**src/rtl/regfile_pkg.sv**
```systemverilog
// Shared types and sizing helpers for the register-file write path.
package regfile_pkg;

  localparam int unsigned ADDR_W_DEF = 5;
  localparam int unsigned NPORTS_DEF = 2;
  localparam int unsigned CNT_W_DEF  = 8;

  typedef logic [ADDR_W_DEF-1:0] reg_addr_t;

  // Port-select width; a single port still gets one bit so buses never collapse to zero width.
  function automatic int unsigned psel_w(input int unsigned n);
    return (n <= 1) ? 1 : $clog2(n);
  endfunction

endpackage

```
**src/rtl/wr_decoder_pipe_if.sv**
```systemverilog
// Write-port requests in, decoded per-register enables and collision status out.
interface wr_decoder_pipe_if #(
  parameter int unsigned ADDR_W = regfile_pkg::ADDR_W_DEF,
  parameter int unsigned NPORTS = regfile_pkg::NPORTS_DEF,
  parameter int unsigned CNT_W  = regfile_pkg::CNT_W_DEF
);

  localparam int unsigned NREGS  = 1 << ADDR_W;
  localparam int unsigned PSEL_W = regfile_pkg::psel_w(NPORTS);

  logic                       stall;
  logic [NPORTS-1:0]          wr_en;
  logic [NPORTS*ADDR_W-1:0]   wr_addr;
  logic [NREGS-1:0]           wen;
  logic [NREGS*PSEL_W-1:0]    wsel;
  logic                       any_wr;
  logic                       collision;
  logic [CNT_W-1:0]           collision_cnt;

  modport master (
    output stall, wr_en, wr_addr,
    input  wen, wsel, any_wr, collision, collision_cnt
  );

  modport slave (
    input  stall, wr_en, wr_addr,
    output wen, wsel, any_wr, collision, collision_cnt
  );

endinterface

```
**src/rtl/decoder_onehot.sv**
```systemverilog
// Combinational N-to-2**N one-hot decoder with enable.
module decoder_onehot #(
  parameter int unsigned ADDR_W = 5
) (
  input  logic                     i_en,
  input  logic [ADDR_W-1:0]        i_addr,
  output logic [(1<<ADDR_W)-1:0]   o_dec_c
);

  localparam int unsigned NOUT = 1 << ADDR_W;

  always_comb begin
    o_dec_c = NOUT'(i_en) << i_addr;
  end

endmodule

```
**src/rtl/wr_decoder_pipe.sv**
```systemverilog
// Registered multi-port write-enable decoder with fixed-priority port select and
// a saturating same-register collision counter.
module wr_decoder_pipe
  import regfile_pkg::*;
#(
  parameter int unsigned ADDR_W   = ADDR_W_DEF,
  parameter int unsigned NPORTS   = NPORTS_DEF,
  parameter int unsigned ZERO_REG = 1,
  parameter int unsigned CNT_W    = CNT_W_DEF
) (
  input  logic              clk,
  input  logic              rst_n,
  wr_decoder_pipe_if.slave  bus
);

  localparam int unsigned NREGS  = 1 << ADDR_W;
  localparam int unsigned PSEL_W = psel_w(NPORTS);
  localparam int unsigned HIT_W  = $clog2(NPORTS + 1);
  localparam logic [CNT_W-1:0] CNT_MAX = '1;

  logic [NPORTS-1:0]              w_live;
  logic [NPORTS-1:0][NREGS-1:0]   w_dec;

  // Per-port decode; a dropped zero-register write simply never enables its decoder.
  for (genvar p = 0; p < NPORTS; p++) begin : g_port
    logic [ADDR_W-1:0] w_addr;

    assign w_addr    = bus.wr_addr[p*ADDR_W +: ADDR_W];
    assign w_live[p] = bus.wr_en[p] && !((ZERO_REG != 0) && (w_addr == '0));

    decoder_onehot #(
      .ADDR_W (ADDR_W)
    ) u_dec (
      .i_en    (w_live[p]),
      .i_addr  (w_addr),
      .o_dec_c (w_dec[p])
    );
  end

  logic [NREGS-1:0]              w_wen_nxt;
  logic [NREGS*PSEL_W-1:0]       w_wsel_nxt;
  logic [NREGS-1:0][HIT_W-1:0]   w_hits;
  logic                          w_coll_nxt;

  // Ascending port scan per register: the last (highest-index) live port wins.
  always_comb begin
    w_wen_nxt  = '0;
    w_wsel_nxt = '0;
    w_hits     = '0;
    for (int unsigned r = 0; r < NREGS; r++) begin
      for (int unsigned q = 0; q < NPORTS; q++) begin
        if (w_dec[q][r]) begin
          w_wen_nxt[r]                  = 1'b1;
          w_wsel_nxt[r*PSEL_W +: PSEL_W] = PSEL_W'(q);
          w_hits[r]                     = w_hits[r] + HIT_W'(1);
        end
      end
    end
  end

  // With a single port the hit count never exceeds one, so this reduces to constant 0.
  always_comb begin
    w_coll_nxt = 1'b0;
    for (int unsigned r = 0; r < NREGS; r++) begin
      if (w_hits[r] > HIT_W'(1)) begin
        w_coll_nxt = 1'b1;
      end
    end
  end

  logic [NREGS-1:0]          r_wen;
  logic [NREGS*PSEL_W-1:0]   r_wsel;
  logic                      r_any_wr;
  logic                      r_collision;
  logic [CNT_W-1:0]          r_collision_cnt;

  // Reset wins over stall; a stalled cycle neither captures inputs nor counts.
  always_ff @(posedge clk) begin
    if (!rst_n) begin
      r_wen           <= '0;
      r_wsel          <= '0;
      r_any_wr        <= 1'b0;
      r_collision     <= 1'b0;
      r_collision_cnt <= '0;
    end else if (!bus.stall) begin
      r_wen       <= w_wen_nxt;
      r_wsel      <= w_wsel_nxt;
      r_any_wr    <= |w_wen_nxt;
      r_collision <= w_coll_nxt;
      if (w_coll_nxt && (r_collision_cnt != CNT_MAX)) begin
        r_collision_cnt <= r_collision_cnt + CNT_W'(1);
      end
    end
  end

  // At most one register per live port can be enabled.
  always_ff @(posedge clk) begin
    if (rst_n && !bus.stall) begin
      assert ($countones(w_wen_nxt) <= int'(NPORTS));
    end
  end

  assign bus.wen           = r_wen;
  assign bus.wsel          = r_wsel;
  assign bus.any_wr        = r_any_wr;
  assign bus.collision     = r_collision;
  assign bus.collision_cnt = r_collision_cnt;

endmodule
```
**src/flat_wrapper.sv**
```systemverilog
// flat-port wrapper written by rule: the top's interface ports become plain ports
module wr_decoder_pipe_flat import regfile_pkg::*;
#(
  parameter int unsigned ADDR_W   = ADDR_W_DEF,
  parameter int unsigned NPORTS   = NPORTS_DEF,
  parameter int unsigned ZERO_REG = 1,
  parameter int unsigned CNT_W    = CNT_W_DEF
)
  (clk, rst_n, bus_stall, bus_wr_en, bus_wr_addr, bus_wen, bus_wsel, bus_any_wr, bus_collision, bus_collision_cnt);
  wr_decoder_pipe_if #(.ADDR_W(ADDR_W), .NPORTS(NPORTS), .CNT_W(CNT_W)) bus_i ();
  input  logic clk;
  input  logic rst_n;
  input wire logic [$bits(bus_i.stall)-1:0] bus_stall;
  input wire logic [$bits(bus_i.wr_en)-1:0] bus_wr_en;
  input wire logic [$bits(bus_i.wr_addr)-1:0] bus_wr_addr;
  output wire logic [$bits(bus_i.wen)-1:0] bus_wen;
  output wire logic [$bits(bus_i.wsel)-1:0] bus_wsel;
  output wire logic [$bits(bus_i.any_wr)-1:0] bus_any_wr;
  output wire logic [$bits(bus_i.collision)-1:0] bus_collision;
  output wire logic [$bits(bus_i.collision_cnt)-1:0] bus_collision_cnt;
  assign bus_i.stall = bus_stall;
  assign bus_i.wr_en = bus_wr_en;
  assign bus_i.wr_addr = bus_wr_addr;
  assign bus_wen = bus_i.wen;
  assign bus_wsel = bus_i.wsel;
  assign bus_any_wr = bus_i.any_wr;
  assign bus_collision = bus_i.collision;
  assign bus_collision_cnt = bus_i.collision_cnt;
  wr_decoder_pipe #(.ADDR_W(ADDR_W), .NPORTS(NPORTS), .ZERO_REG(ZERO_REG), .CNT_W(CNT_W)) u_core (.clk(clk), .rst_n(rst_n), .bus(bus_i));
endmodule
```
**config.mk**
```make
export PLATFORM = sky130hd
export DESIGN_NAME = wr_decoder_pipe_flat
export DESIGN_NICKNAME = d
export VERILOG_FILES = /design/src/rtl/regfile_pkg.sv /design/src/rtl/wr_decoder_pipe_if.sv /design/src/rtl/decoder_onehot.sv /design/src/rtl/wr_decoder_pipe.sv /design/src/flat_wrapper.sv
export SDC_FILE = /design/constraint.sdc
export NUM_CORES = 1
export LEC_CHECK = 0
export CAP_MARGIN = 20
export CORE_ASPECT_RATIO = 1.4
export CORE_UTILIZATION = 48
export CTS_BUF_LIST = sky130_fd_sc_hd__clkbuf_2
export CTS_CLUSTER_DIAMETER = 150
export DETAILED_ROUTE_END_ITERATION = 16
export GPL_TIMING_DRIVEN = 0
export PLACE_DENSITY = 0.76
export SETUP_SLACK_MARGIN = 0.1
export SLEW_MARGIN = 20
export SYNTH_ARGS = -nofsm -noshare
export SYNTH_HDL_FRONTEND = slang
export SYNTH_SLANG_ARGS = --single-unit
```
**constraint.sdc**
```tcl
create_clock -name clk -period 2.2 [get_ports clk]
set_clock_uncertainty 0.2 [all_clocks]
set_input_delay 0.33 -clock clk [delete_from_list [all_inputs] [get_ports clk]]
set_output_delay 0.33 -clock clk [all_outputs]
set_load 0.01 [all_outputs]
```
**After elaboration in Yosys (flattened, before gate mapping)**

Index checks and enable logic that the tools add are counted.

- Add/subtract/negate cells: 33
- $mul: 0
- Divide/modulo/power cells: 0
- $lt $le $gt $ge: 32
- Eq/ne operators: 1
- Shift operators: 2
- Multiplexer cells: 192
- Bitwise operators: 1
- Reduce and logical (&&, ||, !) cells: 9

Operator list:

| operator | number |
|---|---|
| two-way mux 1 bit | 160 |
| greater-than comparator 2 x 1 -> 1 bit (second input constant) | 32 |
| two-way mux 2 bit | 32 |
| << shifter 1 x 5 -> 32 bit | 2 |
| adder 1 x 1 -> 2 bit (second input constant) | 31 |
| OR reduction 32 bit | 1 |
| zero test 5 bit | 2 |
| adder 8 x 1 -> 8 bit (second input constant) | 1 |
| != test 8 bit (second input constant) | 1 |
| logical AND 1 bit | 3 |
| adder 2 x 1 -> 2 bit (second input constant) | 1 |
| zero test 1 bit | 2 |
| AND reduction 2 bit | 1 |
| NOT 1 bit | 1 |

- Flip-flop bits (word level): 74
- Bits in latches: 0
- Memory bits (writable): 0
- ROM bits: 0
- Bits of input ports: 15
- Output and inout port bits: 74
- Logic and storage cells: 275
- Memories: 0

**Logic depth before layout (Yosys ltp)**

- Word-level depth: 42
- Depth in mapped cells: 9
- Mapped depth without buffers: 7

**Hierarchy**

Synthesis repeated with hierarchy kept, for this count alone.

- Cells, all modules: 410
- Area total of the unflattened synthesis: 3697.3 sq um

Modules (own cells, without submodules):

| module | instances | cells an instance | area each (sq um) |
|---|---|---|---|
| wr_decoder_pipe | 1 | 316 | 3229.3 |
| decoder_onehot | 2 | 47 | 234.0 |

**Worst setup path after synthesis**

No wires, ideal clock.

- Kind: input-to-reg
- Start point: input bus_wr_addr[6]
- End point: register u_core.r_collision_cnt[2] (netlist: u_core.bus.collision_cnt[2])
- Setup time: 0.072 ns
- Arrival time: 1.966 ns
- Required time: 1.928 ns
- Path slack: -0.038 ns
- Stages: 7
- Buffers on the path: 1
- Cells stage by stage: buf_2 > xor2_1 > or4_1 > o311a_1 > o31a_1 > a31oi_1 > mux2i_1

- Word-level cells in the longest chain between the ends: 40
- Elaborated cells on any way between the ends: 102
- Classes of those cells: 32 x order compare; 1 x shift; 64 x mux; 5 x reduce/logical

RTL lines:

| item | RTL line | RTL |
|---|---|---|
| from (decl) | flat_wrapper.sv:15 | `input wire logic [$bits(bus_i.wr_addr)-1:0] bus_wr_addr;` |
| zero test 5 bit | wr_decoder_pipe.sv:29 | `assign w_live[p] = bus.wr_en[p] && !((ZERO_REG != 0) && (w_addr == '0));` |
| zero test 1 bit | wr_decoder_pipe.sv:29 |  |
| logical AND 1 bit | wr_decoder_pipe.sv:29 |  |
| << shifter 1 x 5 -> 32 bit * | decoder_onehot.sv:13 | `o_dec_c = NOUT'(i_en) << i_addr;` |
| two-way mux 2 bit | wr_decoder_pipe.sv:52 | `if (w_dec[q][r]) begin` |
| greater-than comparator 2 x 1 -> 1 bit | wr_decoder_pipe.sv:65 | `if (w_hits[r] > HIT_W'(1)) begin` |
| two-way mux 1 bit (31 in series) | wr_decoder_pipe.sv:65 |  |
| two-way mux 1 bit * | wr_decoder_pipe.sv:65 |  |
| logical AND 1 bit * | wr_decoder_pipe.sv:90 | `if (w_coll_nxt && (r_collision_cnt != CNT_MAX)) begin` |
| AND reduction 2 bit (no line) * | - |  |
| to (signal assigned) | wr_decoder_pipe.sv:91 | `r_collision_cnt <= r_collision_cnt + CNT_W'(1);` |
| to (decl) | wr_decoder_pipe.sv:75 | `logic [CNT_W-1:0] r_collision_cnt;` |

Every way passes the cells marked *; elsewhere a longest branch is shown, timed or not.
A chain may end at the register's enable or synchronous reset.

**Worst setup path in the final report**

- Start point: input bus_wr_addr[9]
- End point: register u_core.r_collision_cnt[0] (netlist: u_core.bus.collision_cnt[0])

The elaborated chain is that of the path after synthesis.

==> flow_summary.json <==
{
  "cts_num_sinks": 74,
  "hp-start": "bus_wr_addr[8]",
  "min_to": "u_core.bus.wsel[3]$_SDFFE_PN0N_",
  "critPathKind": "in2reg",
  "reg2reg_depth": 8,
  "p_int_mw": 1.835,
  "detail_route.first_pass.iterations": 5,
  "worst_pin_slew_ps": 723.9,
  "p_sw_share_pct": 32.14,
  "maxSlewHeadroom_pct": 51.37,
  "cts_tree": "done",
  "r2r-end": "u_core.bus.collision_cnt[4]$_SDFFE_PN0P_",
  "min_path_type": "in2reg",
  "critPathLaunchType": "primary input",
  "diodes": 0,
  "path_clk_slew_ps": 240,
  "arrival_ps": 2520,
  "drt.antenna.violating_nets": 0,
  "drtIter0Drc": 562,
  "p_total_mw": 2.704,
  "grt_usage_pct": 35.73,
  "area_growth_syn_to_layout_pct": 40.39,
  "synth_edf_count": 0,
  "synth_seq_cells": 74,
  "hpwl_um": 10980,
  "max-vdd-ir-drop_mv": 0.4158,
  "coreArea_um2": 8198,
  "critPathTopFamily": "compound AO/OA/AOI/OAI gates",
  "clkPwrFrac_pct": 29.7,
  "grt_max_degree": 14,
  "synth_area_per_cell_um2": 7.941,
  "placed_area_um2": 5069,
  "cts-buffers-inserted": 9,
  "cts_hold_buffers": 0,
  "violations": "negative setup slack",
  "postSynthCellCount": 511,
  "dieArea_um2": 8830,
  "first_global_vias": 4426,
  "portBuffers": 85,
  "overflow": 0,
  "hold_path_depth": 4,
  "async_flop_share_pct": 0,
  "cp.buffers_inverters": 3,
  "die_y_um": 110.8,
  "hold_viol": 0,
  "run_status": "finished with violations",
  "h-tree-depth": 3,
  "clkLatencyLatePin_ps": 570,
  "rsz0062_at_grt": "yes",
  "finalWirelength_um": 15970,
  "drc": 0,
  "wire_per_inst_um": 21.55,
  "cp_data_required_time_ps": 2470,
  "vias": 4713,
  "crit_path_cell_trace": "dlygate4sd2_1 -> buf_6 -> and4b_1 -> buf_4 -> nand3_1 -> a2111o_1 -> o211ai_1 -> o311a_1 -> mux2i_1",
  "drive_gt1_share_pct": 20.50,
  "synthFlopType": "dfxtp_1",
  "ys_types": 68,
  "gp_congestion": 0.9737,
  "setup_viol": 2,
  "pwr_density_cell_nw_per_um2": 474.7,
  "critical_path.max_stage_delay_ps": 450,
  "crit_path_top_delay_cell": "a2111o_1",
  "drv_slew": 0,
  "grt_pass1_wl_um": 23780,
  "rrSetupSlack_ps": 230,
  "setup_slack_ps": -52.40,
  "rows": 39,
  "seqPwrFrac_pct": 51.1,
  "yosys_warnings": 0,
  "post-route-min-period_ps": 2252,
  "cap_viol_max_count": 0,
  "clk_path_buf_depth": 2,
  "die_w_um": 79.71,
  "comb_power_share_pct": 19.2,
  "power.switching_mw": 0.8691,
  "critPathMaxFanout": 9,
  "grt_antenna_before_repair": 0,
  "vias_per_cell": 6.360,
  "top_level_ports": 89,
  "nets": 650,
  "period_share_pct": 102.4,
  "final_area_um2": 5697,
  "p_leak_nw": 2.070,
  "fmax_mhz": 444.0,
  "cts.root.buffer_cell": "clkbuf_2",
  "initial_utilization_pct": 49.50,
  "syn_nets": 527,
  "crit_path_end_kind": "flip-flop",
  "syn_area_um2": 4058,
  "r2r-start": "u_core.bus.collision_cnt[1]$_SDFFE_PN0P_",
  "seq_area_frac_synth_pct": 36.51
}
## through the flow
| step | setup WS (ps) | hold WS [ps] | std cells | TNS, ps | util [%] |
|---|---|---|---|---|---|
| 6_report | -52.40 | 40.49 | 741 | -62.13 | 69.49 |
| 5_1_grt | -161.1 | 39.25 | 741 | -234.4 | 69.49 |
| 4_1_cts | 80.07 | 22.82 | 736 | 0 | 68.21 |
| 3_5_place_dp | -1045 | 253.6 | 698 | -25340 | 61.83 |
| 3_3_place_gp | -1101 | 254.1 | 698 | -24250 | 61.83 |
| 2_1_floorplan | 50.42 | 285.3 | 511 | 0 | - |
## power groups by stage
stage | Combinational (mW) | Sequential [mW] | Clock [mW]
after floorplan | 0.254 | 1.42 | 0
after global placement | 0.445 | 1.41 | 0
after detailed placement | 0.446 | 1.41 | 0
after CTS | 0.492 | 1.38 | 0.804
after global routing | 0.548 | 1.39 | 0.864
final | 0.518 | 1.38 | 0.804
## layer usage
metal | GRT usage (%) | part of all wire [%] | up-vias | wire length [um]
met5 | 0 | 0 | - | 0
li1 | - | - | 2116 | -
met3 | 7.160 | 8.0 | 77 | 1281
met2 | 57.89 | 47 | 308 | 7565
met4 | 23.64 | 5.8 | 0 | 927
met1 | 41.61 | 39 | 2212 | 6197
## logic make-up (layout without fill, tap and decap cells)
group | count (synthesis) | after routing | synth area share [%]
DFF | 74 | 74 | 36.51
adders and majority gates | 1 | 1 | 0.3083
and+or+nand+nor | 231 | 231 | 31.67
AOI/OAI and AO/OA | 125 | 125 | 20.20
buffers and inverters | 61 | 189 | 6.784
muxes | 14 | 14 | 3.453
xor gates and xnor gates | 5 | 5 | 1.079
## synth_stat cells, types with 6 or more instances
| cell type | number | area [um2] |
|---|---|---|
| nor3_1 | 7 | 35.03 |
| o22ai_1 | 10 | 62.56 |
| nor4_1 | 9 | 56.30 |
| clkbuf_1 | 25 | 93.84 |
| nand4_1 | 11 | 68.82 |
| dfxtp_1 | 74 | 1481 |
| a21oi_1 | 46 | 230.2 |
| buf_2 | 15 | 75.07 |
| nor3b_1 | 6 | 45.04 |
| nand2_1 | 52 | 195.2 |
| or2_2 | 6 | 37.54 |
| a211oi_1 | 6 | 45.04 |
| nand3_1 | 32 | 160.2 |
| inv_1 | 10 | 37.54 |
| o21ai_0 | 20 | 100.1 |
| nor2_1 | 55 | 206.5 |
| mux2i_1 | 14 | 140.1 |
| nand2b_1 | 10 | 62.56 |
| a31oi_1 | 8 | 50.05 |
## sequential cells by signal (all words and copies together), names as in the netlist
name / count
u_core.bus.any_wr: 1
u_core.bus.collision: 1
u_core.bus.collision_cnt: 8
u_core.bus.wen: 32
u_core.bus.wsel: 32
## worst register-to-register path: stages (launching register included)
cell	delay (ps)
dfxtp_2	380
buf_4	130
ha_1	190
nand2_1	70
nor2_1	70
nand3_1	170
nand4_1	180
a31oi_4	210
mux2i_1	290
## worst max-delay path by stage
| stage | to | slack [ps] | startpoint | depth (start not counted) |
|---|---|---|---|---|
| 2_1_floorplan | u_core.bus.collision_cnt[2]$_SDFFE_PN0P_ | 50 | bus_wr_addr[6] | 7 |
| 3_3_place_gp | u_core.bus.collision_cnt[0]$_SDFFE_PN0P_ | -1100 | bus_wr_en[0] | 8 |
| 3_5_place_dp | u_core.bus.collision_cnt[1]$_SDFFE_PN0P_ | -1040 | bus_wr_en[0] | 8 |
| 4_1_cts | u_core.bus.collision_cnt[0]$_SDFFE_PN0P_ | 80 | bus_wr_addr[5] | 9 |
| 5_1_grt | u_core.bus.collision_cnt[4]$_SDFFE_PN0P_ | -160 | bus_wr_addr[0] | 10 |
| 6_report | u_core.bus.collision_cnt[0]$_SDFFE_PN0P_ | -50 | bus_wr_addr[9] | 9 |
## area by class of cell
class / instances / area, um2
fillers: 687 / 2501
clock buffers: 10 / 50.05
well taps: 102 / 127.6
repair buffers: 113 / 1050
clock inverters: 6 / 66.31
multi-input cells: 376 / 2562
flip-flops and latches: 74 / 1503
inverters: 10 / 37.54
plain buffers: 50 / 300.3
## timing repair
item	4_1_cts	5_1_grt
pin swaps	17	9
buffers inserted	23	5
resized for setup	62	30
endpoints found under the hold margin	0	0
endpoints found under the setup margin	25	28
## cell usage in the layout (no fill, tap or decap), drive strengths merged, types with 5 or more instances in the layout
| cell | count |
|---|---|
| buf | 53 |
| nor2 | 55 |
| clkdlybuf4s50 | 74 |
| a211oi | 6 |
| o22ai | 10 |
| nand2 | 52 |
| nand2b | 10 |
| o21ai | 20 |
| dlygate4sd2 | 6 |
| nand4b | 6 |
| clkbuf | 37 |
| inv | 11 |
| nor2b | 5 |
| or2 | 6 |
| a221oi | 5 |
| a21oi | 46 |
| a31oi | 8 |
| dfxtp | 74 |
| o211a | 5 |
| nand4 | 11 |
| nor3 | 8 |
| nor4 | 9 |
| nand3 | 32 |
| nor3b | 6 |
| mux2i | 14 |
Note: power is estimated with default switching activity, not from simulation.
